## config.mk

```make
export PLATFORM = sky130hd
export DESIGN_NAME = pong_game_engine
export DESIGN_NICKNAME = d
export VERILOG_FILES = /design/src/rtl/pong_game_engine.sv
export SDC_FILE = /design/constraint.sdc
export NUM_CORES = 1
export LEC_CHECK = 0
export ABC_CLOCK_PERIOD_IN_PS = 5400
export CORE_UTILIZATION = 59
export DETAILED_ROUTE_END_ITERATION = 8
export PLACE_DENSITY = 0.78
export SETUP_SLACK_MARGIN = 0.5
export SLEW_MARGIN = 20
export SYNTH_ARGS = -nofsm -noshare
export SYNTH_HDL_FRONTEND = slang
export SYNTH_SLANG_ARGS = --single-unit
export TNS_END_PERCENT = 100
```

## constraint.sdc

```tcl
create_clock -name clk -period 5.4 [get_ports clk]
set_input_delay 1.08 -clock clk [delete_from_list [all_inputs] [get_ports clk]]
set_output_delay 1.08 -clock clk [all_outputs]
set_load 0.05 [all_outputs]
```

## src/rtl/pong_game_engine.sv

```systemverilog
// pong_game_engine: once-per-frame ball, paddle and score update with serve/play/game-over control.
// All positions are held in 11-bit signed registers so edge arithmetic cannot wrap.
module pong_game_engine #(
    parameter int FIELD_X_BEGIN      = 10,
    parameter int FIELD_X_END        = 629,
    parameter int FIELD_Y_BEGIN      = 10,
    parameter int FIELD_Y_END        = 469,
    parameter int BALL_RADIUS        = 4,
    parameter int PADDLE_RADIUS      = 30,
    parameter int PADDLE_THICKNESS   = 8,
    parameter int LEFT_PADDLE_BEGIN  = 20,
    parameter int RIGHT_PADDLE_BEGIN = 612,
    parameter int BALL_SPEED         = 2,
    parameter int PADDLE_SPEED       = 4,
    parameter int SERVE_DELAY        = 60,
    parameter int WIN_SCORE          = 9
) (
    input  logic       clk,
    input  logic       reset,
    input  logic       frame_tick,
    input  logic       start,
    input  logic       left_up,
    input  logic       left_down,
    input  logic       right_up,
    input  logic       right_down,
    output logic [9:0] ball_loc_x,
    output logic [9:0] ball_loc_y,
    output logic [9:0] left_paddle_loc,
    output logic [9:0] right_paddle_loc,
    output logic [3:0] left_score,
    output logic [3:0] right_score,
    output logic       game_over
);
    localparam logic signed [10:0] CX    = 11'((FIELD_X_BEGIN + FIELD_X_END) / 2);
    localparam logic signed [10:0] CY    = 11'((FIELD_Y_BEGIN + FIELD_Y_END) / 2);
    localparam logic signed [10:0] XB    = 11'(FIELD_X_BEGIN);
    localparam logic signed [10:0] XE    = 11'(FIELD_X_END);
    localparam logic signed [10:0] YB    = 11'(FIELD_Y_BEGIN);
    localparam logic signed [10:0] YE    = 11'(FIELD_Y_END);
    localparam logic signed [10:0] R     = 11'(BALL_RADIUS);
    localparam logic signed [10:0] BS    = 11'(BALL_SPEED);
    localparam logic signed [10:0] PS    = 11'(PADDLE_SPEED);
    localparam logic signed [10:0] REACH = 11'(PADDLE_RADIUS + BALL_RADIUS);
    localparam logic signed [10:0] PMIN  = 11'(FIELD_Y_BEGIN + PADDLE_RADIUS);
    localparam logic signed [10:0] PMAX  = 11'(FIELD_Y_END - PADDLE_RADIUS);
    localparam logic signed [10:0] LFACE = 11'(LEFT_PADDLE_BEGIN + PADDLE_THICKNESS);
    localparam logic signed [10:0] RFACE = 11'(RIGHT_PADDLE_BEGIN);
    localparam logic signed [10:0] LRET  = 11'(LEFT_PADDLE_BEGIN + PADDLE_THICKNESS + BALL_RADIUS + 1);
    localparam logic signed [10:0] RRET  = 11'(RIGHT_PADDLE_BEGIN - BALL_RADIUS - 1);
    localparam logic signed [10:0] YTOP  = 11'(FIELD_Y_BEGIN + BALL_RADIUS + 1);
    localparam logic signed [10:0] YBOT  = 11'(FIELD_Y_END - BALL_RADIUS - 1);
    localparam int CW = $clog2(SERVE_DELAY + 1);

    typedef enum logic [2:0] {IDLE, SERVE, PLAY, POINT, GAME_OVER} state_t;

    state_t state;
    logic signed [10:0] bx, by, lp, rp;
    logic signed [10:0] nx, ny, ny_f, ld, rd, ld_abs, rd_abs, lp_n, rp_n;
    logic dx, dy, dy_f, top, bot, hit_l, hit_r, goal_r, goal_l, right_scored, win;
    logic [CW-1:0] cnt;
    logic [3:0] ls_inc, rs_inc;

    function automatic logic signed [10:0] paddle_step(input logic signed [10:0] p, input logic up, input logic down);
        logic signed [10:0] q;
        q = (up && !down) ? p - PS : (down && !up) ? p + PS : p;
        return (q < PMIN) ? PMIN : (q > PMAX) ? PMAX : q;
    endfunction

    assign lp_n   = paddle_step(lp, left_up, left_down);
    assign rp_n   = paddle_step(rp, right_up, right_down);
    assign nx     = dx ? bx + BS : bx - BS;
    assign ny     = dy ? by + BS : by - BS;
    assign top    = ny - R <= YB;
    assign bot    = ny + R >= YE;
    assign ny_f   = top ? YTOP : bot ? YBOT : ny;
    assign dy_f   = top ? 1'b1 : bot ? 1'b0 : dy;
    // Paddle overlap uses the pre-update ball row and paddle rows.
    assign ld     = by - lp;
    assign rd     = by - rp;
    assign ld_abs = ld[10] ? -ld : ld;
    assign rd_abs = rd[10] ? -rd : rd;
    assign hit_l  = !dx && (bx - R > LFACE) && (nx - R <= LFACE) && (ld_abs <= REACH);
    assign hit_r  = dx && (bx + R < RFACE) && (nx + R >= RFACE) && (rd_abs <= REACH);
    assign goal_r = !hit_l && !hit_r && (nx - R <= XB);
    assign goal_l = !hit_l && !hit_r && (nx + R >= XE);
    assign ls_inc = (left_score == 4'hF) ? left_score : left_score + 4'd1;
    assign rs_inc = (right_score == 4'hF) ? right_score : right_score + 4'd1;
    assign win    = right_scored ? (rs_inc == 4'(WIN_SCORE)) : (ls_inc == 4'(WIN_SCORE));

    assign ball_loc_x       = bx[9:0];
    assign ball_loc_y       = by[9:0];
    assign left_paddle_loc  = lp[9:0];
    assign right_paddle_loc = rp[9:0];

    always_ff @(posedge clk or negedge reset) begin
        if (!reset) begin
            state        <= IDLE;
            bx           <= CX;
            by           <= CY;
            lp           <= CY;
            rp           <= CY;
            dx           <= 1'b1;
            dy           <= 1'b1;
            cnt          <= '0;
            left_score   <= 4'd0;
            right_score  <= 4'd0;
            right_scored <= 1'b0;
            game_over    <= 1'b0;
        end else begin
            case (state)
                IDLE: if (start) begin
                    state       <= SERVE;
                    left_score  <= 4'd0;
                    right_score <= 4'd0;
                    bx          <= CX;
                    by          <= CY;
                    cnt         <= '0;
                end
                SERVE: if (frame_tick) begin
                    lp  <= lp_n;
                    rp  <= rp_n;
                    cnt <= cnt + 1'b1;
                    if (cnt == CW'(SERVE_DELAY - 1))
                        state <= PLAY;
                end
                PLAY: if (frame_tick) begin
                    lp <= lp_n;
                    rp <= rp_n;
                    if (goal_r || goal_l) begin
                        right_scored <= goal_r;
                        state        <= POINT;
                    end else begin
                        bx <= hit_l ? LRET : hit_r ? RRET : nx;
                        by <= ny_f;
                        dy <= dy_f;
                        dx <= hit_l ? 1'b1 : hit_r ? 1'b0 : dx;
                    end
                end
                POINT: begin
                    if (right_scored)
                        right_score <= rs_inc;
                    else
                        left_score <= ls_inc;
                    if (win) begin
                        state     <= GAME_OVER;
                        game_over <= 1'b1;
                    end else begin
                        state <= SERVE;
                        bx    <= CX;
                        by    <= CY;
                        cnt   <= '0;
                        dx    <= !right_scored;
                        dy    <= 1'b1;
                    end
                end
                GAME_OVER: if (start) begin
                    state     <= IDLE;
                    game_over <= 1'b0;
                end
                default: state <= IDLE;
            endcase
        end
    end
endmodule

```

==> results.md, run 1 <==
* Die Wd at around 120 microns
* Flop pwr share at between 15 and 20%
* Clock Pin Slew Worst Setup and Hold Paths at approximately 0.060 ns
* Peak supply drop at roughly 0.00040 V
* Status: completed
* Final hold vios at 0
* Pins over their slew limit at 0
* Post-synthesis register bit count at 63
* Mean Syn Cell Area at 7.78 sq um
* All-Layer GR Usage at about 30%
* Clock network power share at approximately a tenth
* GP Congestion at 0.933
* Setup Viol. Count Final at 0
* CTS tree: yes
* Drt total wl at roughly 21000 microns
* Share of layout cells above drive strength 1 at under 10%
* Pwr Density at slightly below 600 nW/um^2
* Leading cell types by count after synthesis: 77 x nor2_1, 73 x a21oi_1, 68 x nand2_1, 66 x o21ai_0, 62 x inv_1
* Synth Instances at 1045
* Internal power at 2390 uW
* Ranking of synthesized cells by area: dfrtp_1 11%, ha_1 9.2%, dfstp_2 9.1%
* Initial Util at around three fifths
* Die Y at 119 microns
* Worst Setup End Kind: flop
* Vias in the first global route at 7192
* Via density at roughly 6.5
* Layout Nets at 1120
* Io pins at 57
* # diodes at 0
* Synth-to-Final Area Change at 8.68%
* First-pass GRT wire length at around 35000 microns
* DR pass1 iterations at 5
* Clock root buffer: clkbuf_16
* Fraction of post-synthesis cell area in the top cell type by area at a little over a tenth
* Slew HR at between 30% and 40%
* Average wire per standard cell at around 17 microns
* Port Buf Inserts at 56
* Static leakage at about 0.0036 uW
* Dpl ws at approximately 0.45 ns
* Peak fanout along the critical path at 9
* TritonCTS Buffers at 9
* TNS Setup at 0 ns
* DR DRC count at 0
* Primary FF master, synth: dfrtp_1
* Initial antenna violation count at 0
* Worst-Margin Slew at ~0.94 ns
* Number of flops mapped to enable cells by yosys at 0
* H-tree depth at 3
* ANT nets after route at 0
* DR vias at 8012
* Min-delay worst type: reg -> reg
* Critical path type: reg -> reg
* Final Power at 5160 uW
* Sw Pwr at about 2800 uW
* Fin worst setup slack at between 0.7 and 0.8 ns
* Gate power share at between 70% and 80%
* Cell variety after synth at roughly 90
* Largest area contributor in the synthesized netlist: dfrtp_1
* Worst flop-to-flop path startpoint: bx[1]
* Cell Area, Synth at about 8000 sq um
* Start point of the worst hold path: lp[6]
* Worst EP required at 5.61 ns
* RSZ-0062 raised after global routing: false
* Top-count cell post-synth: nor2_1
* Gr ovfl total at 0
* Clock tree sinks at 63
* 1st-iter DRT viols at roughly 740
* Min Tclk post-route at between 4 and 5 ns
* Nature of the critical path startpoint: flop
* Synth Net Count at roughly 1100
* Synth warn at 0
* Core area at between 10000 and 15000 sq um
* WP data arrival at a little under 5 ns
* Cts hold-fix bufs at 0
* Crit. Startpoint: bx[1]
* DIE AREA at 14300 sq um
* Async SR Flop Fraction at 100%
* Cell Rows at 42
* Sw Share at approximately 54%
* Fmax achieved at approximately 210 MHz
* MaxCap Viol Count at 0
* Largest net degree at the start of global routing at 64
* Tcrit/Tclk final at slightly below 90%
* DPL Wire Length at approximately 16000 microns
* Max clock buf depth at 2
* Post-synthesis sequential area ratio at between 10% and 20%
* Setup Skew at approximately 0.0095 ns
* Clock Latency Late Sink at between 0.3 and 0.4 ns
[through the flow]
stage | instances | utilization [%] | instance area, sq um | hold WS [ns]
6_report | 1229 | 66.2 | 8830 | 0.535
5_1_grt | 1229 | 66.2 | 8830 | 0.553
4_1_cts | 1225 | 65.8 | 8790 | 0.534
3_5_place_dp | 1209 | 63.8 | 8520 | 0.525
3_3_place_gp | 1209 | 63.8 | 8520 | 0.521
2_1_floorplan | 1045 | - | 8130 | 0.492
[per-layer routing]
layer	part of all wire (%)	wire length, microns	GRT usage (%)
met4	2.6	556	10.4
met5	0	0	0
met2	44	9370	45.8
met3	6.4	1350	4.12
met1	47	9830	42.9
[cell families (layout without fill, tap and decap cells)]
family / after synthesis / in the layout / synth area share (%)
AO/OA/AOI/OAI: 336 / 336 / 28.8
XOR/XNOR: 51 / 51 / 5.49
adder cells (fa/ha/maj): 64 / 64 / 10.2
buffers and inverters: 138 / 146 / 8.36
flip-flops: 63 / 63 / 19.8
multiplexers: 22 / 22 / 2.94
AND/OR/NAND/NOR: 371 / 371 / 24.3
[path summary, 6_finish.rpt]
path,cells after the start,end,slack [ns]
max reg2reg,15,by[4],0.73
max in group asynchronous,2,rp[10],3.91
min,2,lp[6],0.53
min reg2reg,2,lp[6],0.53
min in group asynchronous,2,right_score[3],0.90
max,15,by[4],0.73
[state kept, by name, indices dropped and copies added (netlist names)]
signal / flops
right_scored: 1
bx: 11
dy: 1
state: 3
dx: 1
by: 11
game_over: 1
cnt: 6
lp: 10
left_score: 4
rp: 10
right_score: 4
[cell usage in the layout, fill, tap and decap left out, types with 6 or more instances in the layout]
cell type | Yosys | routed
nor2_1 | 77 | 77
a21oi_1 | 73 | 73
nand2_1 | 68 | 68
o21ai_0 | 66 | 66
inv_1 | 62 | 62
ha_1 | 60 | 60
clkdlybuf4s50_1 | 0 | 55
nand3_1 | 37 | 37
dfrtp_1 | 35 | 35
xnor2_1 | 33 | 32
dfstp_2 | 28 | 28
nand4_1 | 23 | 23
nor3_1 | 23 | 23
nand2b_1 | 21 | 21
a211oi_1 | 21 | 21
nor2b_1 | 19 | 19
xor2_1 | 18 | 17
o211ai_1 | 16 | 16
and3_1 | 15 | 15
a31oi_1 | 15 | 15
mux2_2 | 15 | 15
o31ai_1 | 14 | 14
or3_1 | 15 | 14
a21o_1 | 11 | 11
buf_4 | 40 | 11
nor4_1 | 10 | 10
a22oi_1 | 10 | 10
and2_1 | 9 | 9
clkbuf_16 | 0 | 9
nor3b_1 | 8 | 8
o21a_1 | 8 | 8
or4_1 | 8 | 8
mux2i_1 | 7 | 7
or2_2 | 6 | 6
o21bai_1 | 6 | 6
nor4b_1 | 6 | 6
a211o_1 | 6 | 6
nand3b_1 | 6 | 6
o22a_1 | 6 | 6
[cell type report]
type / instances / area (sq um)
flip-flops and latches: 63 / 1610
multi-input cells: 844 / 5860
repair buffers: 68 / 643
clock inverters: 4 / 22.5
inverters: 62 / 233
clock buffers: 12 / 246
fillers: 1182 / 4510
well taps: 176 / 220
[what timing repair did]
action / 4_1_cts / 5_1_grt
pin swaps: 1 / 2
resized for setup: 0 / 3
endpoints found under the setup margin: 9 / 11
cloned: 0 / 0
setup buffers: 0 / 4
hold endpoints to repair: 0 / 0
[power by group through the flow]
stage	Clock, uW	Sequential, uW	Combinational, uW
6_report	537	848	3780
5_1_grt	565	871	4140
4_1_cts	541	841	3700
3_5_place_dp	0	848	3680
3_3_place_gp	0	845	3630
2_1_floorplan	0	767	3020
[worst max-delay path, stage by stage, from the launching register on]
cell,delay (ns)
dfstp_2,0.62
inv_1,0.16
fa_1,0.51
xor2_2,0.25
inv_1,0.10
ha_1,0.30
a311oi_1,0.07
nand2b_1,0.17
or4_1,0.39
a31oi_1,0.20
a211oi_1,0.10
or4_1,0.55
or3_4,0.42
a41oi_4,0.19
buf_4,0.17
mux2_2,0.34
No activity file was read; power rests on OpenSTA's default activity.
==> run 2: changes to the inputs <==
Settings changed: CORE_UTILIZATION 59 to 40, PLACE_DENSITY 0.78 to 0.56, SKIP_CTS_REPAIR_TIMING set to 1.
==> results.md, run 2 (same netlist as run 1, synthesis figures left out) <==
* Status: completed (unchanged)
* Die Y at 145 microns (was 119 microns)
* Die Wd at 145 microns (was 119 microns)
* Setup Viol. Count Final at 0 (unchanged)
* Worst Setup End Kind: flop (unchanged)
* Delay-heaviest family, CP: simple AND/OR/NAND/NOR gates (unchanged)
* TNS Setup at 0 ns (unchanged)
* Slew HR at 38.5% (was 36.7%)
* GP Congestion at 0.851 (was 0.933)
* Peak fanout along the critical path at 10 (was 9)
* Clock Latency Late Sink at 0.33 ns (about the same)
* WP data arrival at 4.89 ns (was 4.88 ns)
* Layout Nets at 1119 (was 1120)
* 1st-iter DRT viols at 496 (was 739)
* Io pins at 57 (unchanged)
* Final hold vios at 0 (unchanged)
* Via density at 5.87 (was 6.52)
* Clock tree sinks at 63 (unchanged)
* Core area at 19700 sq um (was 13300 sq um)
* MaxCap Viol Count at 0 (unchanged)
* Max clock buf depth at 2 (unchanged)
* Final Power at 5160 uW (about the same)
* Critical path type: reg -> reg (unchanged)
* H-tree depth at 3 (unchanged)
* Setup Skew at 0.00972 ns (was 0.00955 ns)
* Fmax achieved at 214 MHz (about the same)
* Nature of the critical path startpoint: flop (unchanged)
* Initial Util at 41.2% (was 60.9%)
* # diodes at 0 (unchanged)
* Clock Pin Slew Worst Setup and Hold Paths at 0.06 ns (about the same)
* Tcrit/Tclk final at 86.7% (was 86.4%)
* Fillers at 1951 (was 1182)
* DR vias at 7727 (was 8012)
* Internal power at 2390 uW (about the same)
* DIE AREA at 20900 sq um (was 14300 sq um)
* Gate power share at 73.3% (was 73.2%)
* Clock root buffer: clkbuf_16 (unchanged)
* Crit-path slowest cell: dfstp_2 (unchanged)
* Fin worst setup slack at 0.716 ns (was 0.732 ns)
* Dpl ws at 0.450 ns (was 0.449 ns)
* Share of layout cells above drive strength 1 at 9.22% (was 9.31%)
* FF+latch area at 1610 sq um (unchanged)
* Average wire per standard cell at 17.0 microns (was 17.2 microns)
* Sw Share at 53.7% (was 53.8%)
* DR pass1 iterations at 5 (unchanged)
* Crit-path max cell delay at 0.63 ns (was 0.62 ns)
* Worst EP required at 5.61 ns (about the same)
* Drt total wl at 22400 microns (was 21100 microns)
* Largest regs: bx x11, by x11 (unchanged)
* Peak supply drop at 0.000369 V (was 0.000400 V)
* Static leakage at 0.00363 uW (about the same)
* Flop pwr share at 16.5% (was 16.4%)
* ANT nets after route at 0 (unchanged)
* DR DRC count at 0 (unchanged)
* Cell Rows at 51 (was 42)
* Pwr Density at 576 nW/um^2 (was 584 nW/um^2)
* Sw Pwr at 2780 uW (was 2770 uW)
* Clock network power share at 10.2% (was 10.4%)
* Port Buf Inserts at 56 (unchanged)
* Min Tclk post-route at 4.68 ns (was 4.67 ns)
* Gr ovfl total at 0 (unchanged)
* Commonest non-fill, non-tap cells in the layout: 77 x nor2_1, 73 x a21oi_1, 68 x nand2_1 (unchanged)
* Synth-to-Final Area Change at 10.3% (was 8.68%)
* Vias in the first global route at 7051 (was 7192)
* Min-delay worst type: reg -> reg (unchanged)
* First-pass GRT wire length at 36500 microns (was 34800 microns)
* Largest net degree at the start of global routing at 64 (unchanged)
* RSZ-0062 raised after global routing: false (unchanged)
* Most common cell after layout, fill and taps aside: nor2_1 (unchanged)
* Final hold slack at 0.535 ns (about the same)
* DPL Wire Length at 17200 microns (was 15800 microns)
* CTS tree: yes (unchanged)
* Multi-input combinational cell area at 5870 sq um (was 5860 sq um)
* WP buf/inv at 3 (unchanged)
* CP Cell Sequence: inv_1 > fa_1 > xor2_2 > inv_1 > ha_1 > a311oi_1 > nand2b_1 > or4_1 > a31oi_1 > a211oi_1 > or4_1 > or3_4 > a41oi_4 > buf_12 > mux2_2 (was inv_1 > fa_1 > xor2_2 > inv_1 > ha_1 > a311oi_1 > nand2b_1 > or4_1 > a31oi_1 > a211oi_1 > or4_1 > or3_4 > a41oi_4 > buf_4 > mux2_2)
* All-Layer GR Usage at 21.9% (was 29.9%)
* TritonCTS Buffers at 9 (unchanged)
* Initial antenna violation count at 0 (unchanged)
* Pins over their slew limit at 0 (unchanged)
* Worst-Margin Slew at 0.911 ns (was 0.937 ns)
-- run 2: power by group through the flow --
stage	sequential [uW]	clock [uW]	combinational, uW
after CTS	852	540	3730
after detailed placement	858	0	3710
after global placement	859	0	3730
final	853	527	3780
after floorplan	767	0	3020
after global routing	879	561	4180
-- run 2: cell type report --
type | instances | area share [%]
clock inverter | 4 | 0.251
tap | 265 | 3.70
inverter | 62 | 2.60
sequential | 63 | 18.0
clock buffer | 12 | 2.75
multi-input combinational | 844 | 65.5
timing repair buffer | 67 | 7.26
-- run 2: worst reg2reg max path, cell delays in order (launching register included) --
cell	delay, ns
dfstp_2	0.63
inv_1	0.16
fa_1	0.52
xor2_2	0.30
inv_1	0.11
ha_1	0.31
a311oi_1	0.07
nand2b_1	0.17
or4_1	0.39
a31oi_1	0.19
a211oi_1	0.09
or4_1	0.55
or3_4	0.41
a41oi_4	0.18
buf_12	0.16
mux2_2	0.33
-- run 2: worst paths after layout --
path | startpoint | end | slack [ns] | cells after the start
worst max-delay path | bx[1] | by[8] | 0.72 | 15
worst min register to register | game_over | game_over | 0.53 | 2
min in group asynchronous | reset | right_score[1] | 0.93 | 2
worst max register to register | bx[1] | by[8] | 0.72 | 15
worst min-delay path | game_over | game_over | 0.53 | 2
max in group asynchronous | reset | rp[10] | 3.92 | 2
-- run 2: layer usage --
metal  vias to the layer above  global-route usage, %  share of wire (%)
met4                         0                   4.54                1.0
li1                       3899                      -                  -
met1                      3675                   31.7                 51
met2                       136                   34.8                 45
met5                         -                      0                  0
met3                        17                   2.32                3.0
-- run 2: through the flow --
stage | cell area (sq um) | cells | utilization [%]
after floorplan | 8130 | 1045 | -
after global placement | 8640 | 1300 | 43.8
after detailed placement | 8640 | 1300 | 43.8
after CTS | 8910 | 1316 | 45.2
after global routing | 8960 | 1317 | 45.5
final | 8960 | 1317 | 45.5
==> run 3: changes to the inputs <==
Settings changed: CORE_UTILIZATION 40 to 41, MAX_ROUTING_LAYER set to met4, PLACE_DENSITY 0.56 to 0.57.
==> results.md, run 3 (same netlist as run 1, synthesis figures left out) <==
* Status: completed (unchanged)
* Worst EP required at 5.62 ns (was 5.61 ns)
* Gr ovfl total at 0 (unchanged)
* H-tree depth at 3 (unchanged)
* Min-delay worst type: reg -> reg (unchanged)
* Port Buf Inserts at 56 (unchanged)
* Clock Pin Slew Worst Setup and Hold Paths at 0.06 ns (about the same)
* Static leakage at 0.00365 uW (was 0.00363 uW)
* Clock Latency Late Sink at 0.34 ns (was 0.33 ns)
* Peak fanout along the critical path at 9 (was 10)
* Sw Share at 53.0% (was 53.7%)
* Peak supply drop at 0.000307 V (was 0.000369 V)
* TritonCTS Buffers at 9 (unchanged)
* DPL Wire Length at 17000 microns (was 17200 microns)
* RSZ-0062 raised after global routing: false (unchanged)
* Slew HR at 38.2% (was 38.5%)
* TNS Setup at 0 ns (unchanged)
* Nature of the critical path startpoint: flop (unchanged)
* Fin worst setup slack at 0.724 ns (was 0.716 ns)
* Drt total wl at 22000 microns (was 22400 microns)
* Synth-to-Final Area Change at 10.7% (was 10.3%)
* Clock tree sinks at 63 (unchanged)
* DR pass1 iterations at 4 (was 5)
* Internal power at 2450 uW (was 2390 uW)
* Fmax achieved at 214 MHz (about the same)
* DR DRC count at 0 (unchanged)
* Flop pwr share at 16.3% (was 16.5%)
* Worst Setup End Kind: flop (unchanged)
* Clock network power share at 11.5% (was 10.2%)
* Largest net degree at the start of global routing at 64 (unchanged)
* GP Congestion at 0.905 (was 0.851)
* 1st-iter DRT viols at 490 (was 496)
* Placed cell areas at 8640 sq um (unchanged)
* Die Wd at 143 microns (was 145 microns)
* # diodes at 0 (unchanged)
* Gate power share at 72.3% (was 73.3%)
* Max clock buf depth at 2 (unchanged)
* Cells on worst reg2reg path at 15 (unchanged)
* First-pass GRT wire length at 35600 microns (was 36500 microns)
* Commonest non-fill, non-tap cells in the layout: 77 x nor2_1, 73 x a21oi_1, 68 x nand2_1 (unchanged)
* Clock root buffer: clkbuf_16 (unchanged)
* Final instance area at 9000 sq um (was 8960 sq um)
* Worst-Margin Slew at 0.915 ns (was 0.911 ns)
* Initial Util at 41.8% (was 41.2%)
* DIE AREA at 20400 sq um (was 20900 sq um)
* Hold depth at 2 (unchanged)
* MaxCap Viol Count at 0 (unchanged)
* Setup Viol. Count Final at 0 (unchanged)
* Share of layout cells above drive strength 1 at 9.51% (was 9.22%)
* Most common cell after layout, fill and taps aside: nor2_1 (unchanged)
* WP data arrival at 4.89 ns (about the same)
* Initial antenna violation count at 0 (unchanged)
* Setup Skew at 0.00941 ns (was 0.00972 ns)
* Via density at 5.95 (was 5.87)
* CTS tree: yes (unchanged)
* Pins over their slew limit at 0 (unchanged)
* Average wire per standard cell at 16.7 microns (was 17.0 microns)
* ANT nets after route at 0 (unchanged)
* Tcrit/Tclk final at 86.6% (was 86.7%)
* Die Y at 143 microns (was 145 microns)
* Largest regs: bx x11, by x11 (unchanged)
* Critical path type: reg -> reg (unchanged)
* Min Tclk post-route at 4.68 ns (about the same)
* Sw Pwr at 2770 uW (was 2780 uW)
* All-Layer GR Usage at 22.5% (was 21.9%)
* Final hold vios at 0 (unchanged)
* Final hold slack at 0.536 ns (was 0.535 ns)
* Layout Nets at 1119 (unchanged)
* DR vias at 7832 (was 7727)
* Vias in the first global route at 7022 (was 7051)
* Dpl ws at 0.449 ns (was 0.450 ns)
* Core area at 19500 sq um (was 19700 sq um)
* Fillers at 1925 (was 1951)
* Cell Rows at 51 (unchanged)
* Io pins at 57 (unchanged)
* Pwr Density at 580 nW/um^2 (was 576 nW/um^2)
run 3: cell types whose count changed in the layout (fill, tap and decap cells not counted), sizes merged:
cell and change:
bufinv +1, clkbuf -1
run 3: layout make-up:
type,count,area (sq um),share of cell area [%]
Inverter,62,233,2.59
Timing Repair Buffer,67,651,7.23
Multi-Input combinational cell,844,5870,65.2
Clock inverter,5,56.3,0.626
Clock buffer,11,253,2.81
Tap cell,265,332,3.68
Sequential cell,63,1610,17.9
run 3: path summary, 6_finish.rpt:
| path | startpoint | slack (ns) | to |
|---|---|---|---|
| worst max-delay path | bx[1] | 0.72 | by[8] |
| worst min-delay path | game_over | 0.54 | game_over |
| worst max register to register | bx[1] | 0.72 | by[8] |
| worst min register to register | game_over | 0.54 | game_over |
| max in group asynchronous | reset | 3.90 | right_scored |
| min in group asynchronous | reset | 0.91 | lp[4] |
run 3: power by group through the flow:
stage                     sequential, uW  clock (uW)  combinational, uW
after floorplan                      767           0               3020
after global placement               857           0               3710
after detailed placement             855           0               3710
after CTS                            848         611               3730
after global routing                 875         626               4190
final                                849         598               3780
run 3: layer usage:
layer	vias up	part of all wire (%)	routed length, microns	GRT usage [%]
met1	3734	51	11100	32.0
met2	170	44	9690	33.5
li1	3902	-	-	-
met4	0	1.4	313	6.00
met3	26	3.8	844	2.55
met5	-	0	0	-
run 3: stage by stage:
step / cells / power, uW / utilization, %
3_3_place_gp: 1300 / 4570 / 44.4
3_5_place_dp: 1300 / 4560 / 44.4
2_1_floorplan: 1045 / 3780 / -
4_1_cts: 1316 / 5180 / 46.0
5_1_grt: 1317 / 5690 / 46.2
6_report: 1317 / 5220 / 46.2
run 3: worst max-delay path, cell delays in order (launching register included):
cell	delay [ns]
dfstp_2	0.63
inv_1	0.17
fa_1	0.52
xor2_2	0.27
inv_1	0.10
ha_1	0.31
a311oi_1	0.07
nand2b_1	0.16
or4_1	0.39
a31oi_1	0.18
a211oi_1	0.08
or4_1	0.54
or3_4	0.42
a41oi_4	0.21
buf_12	0.16
mux2_2	0.33
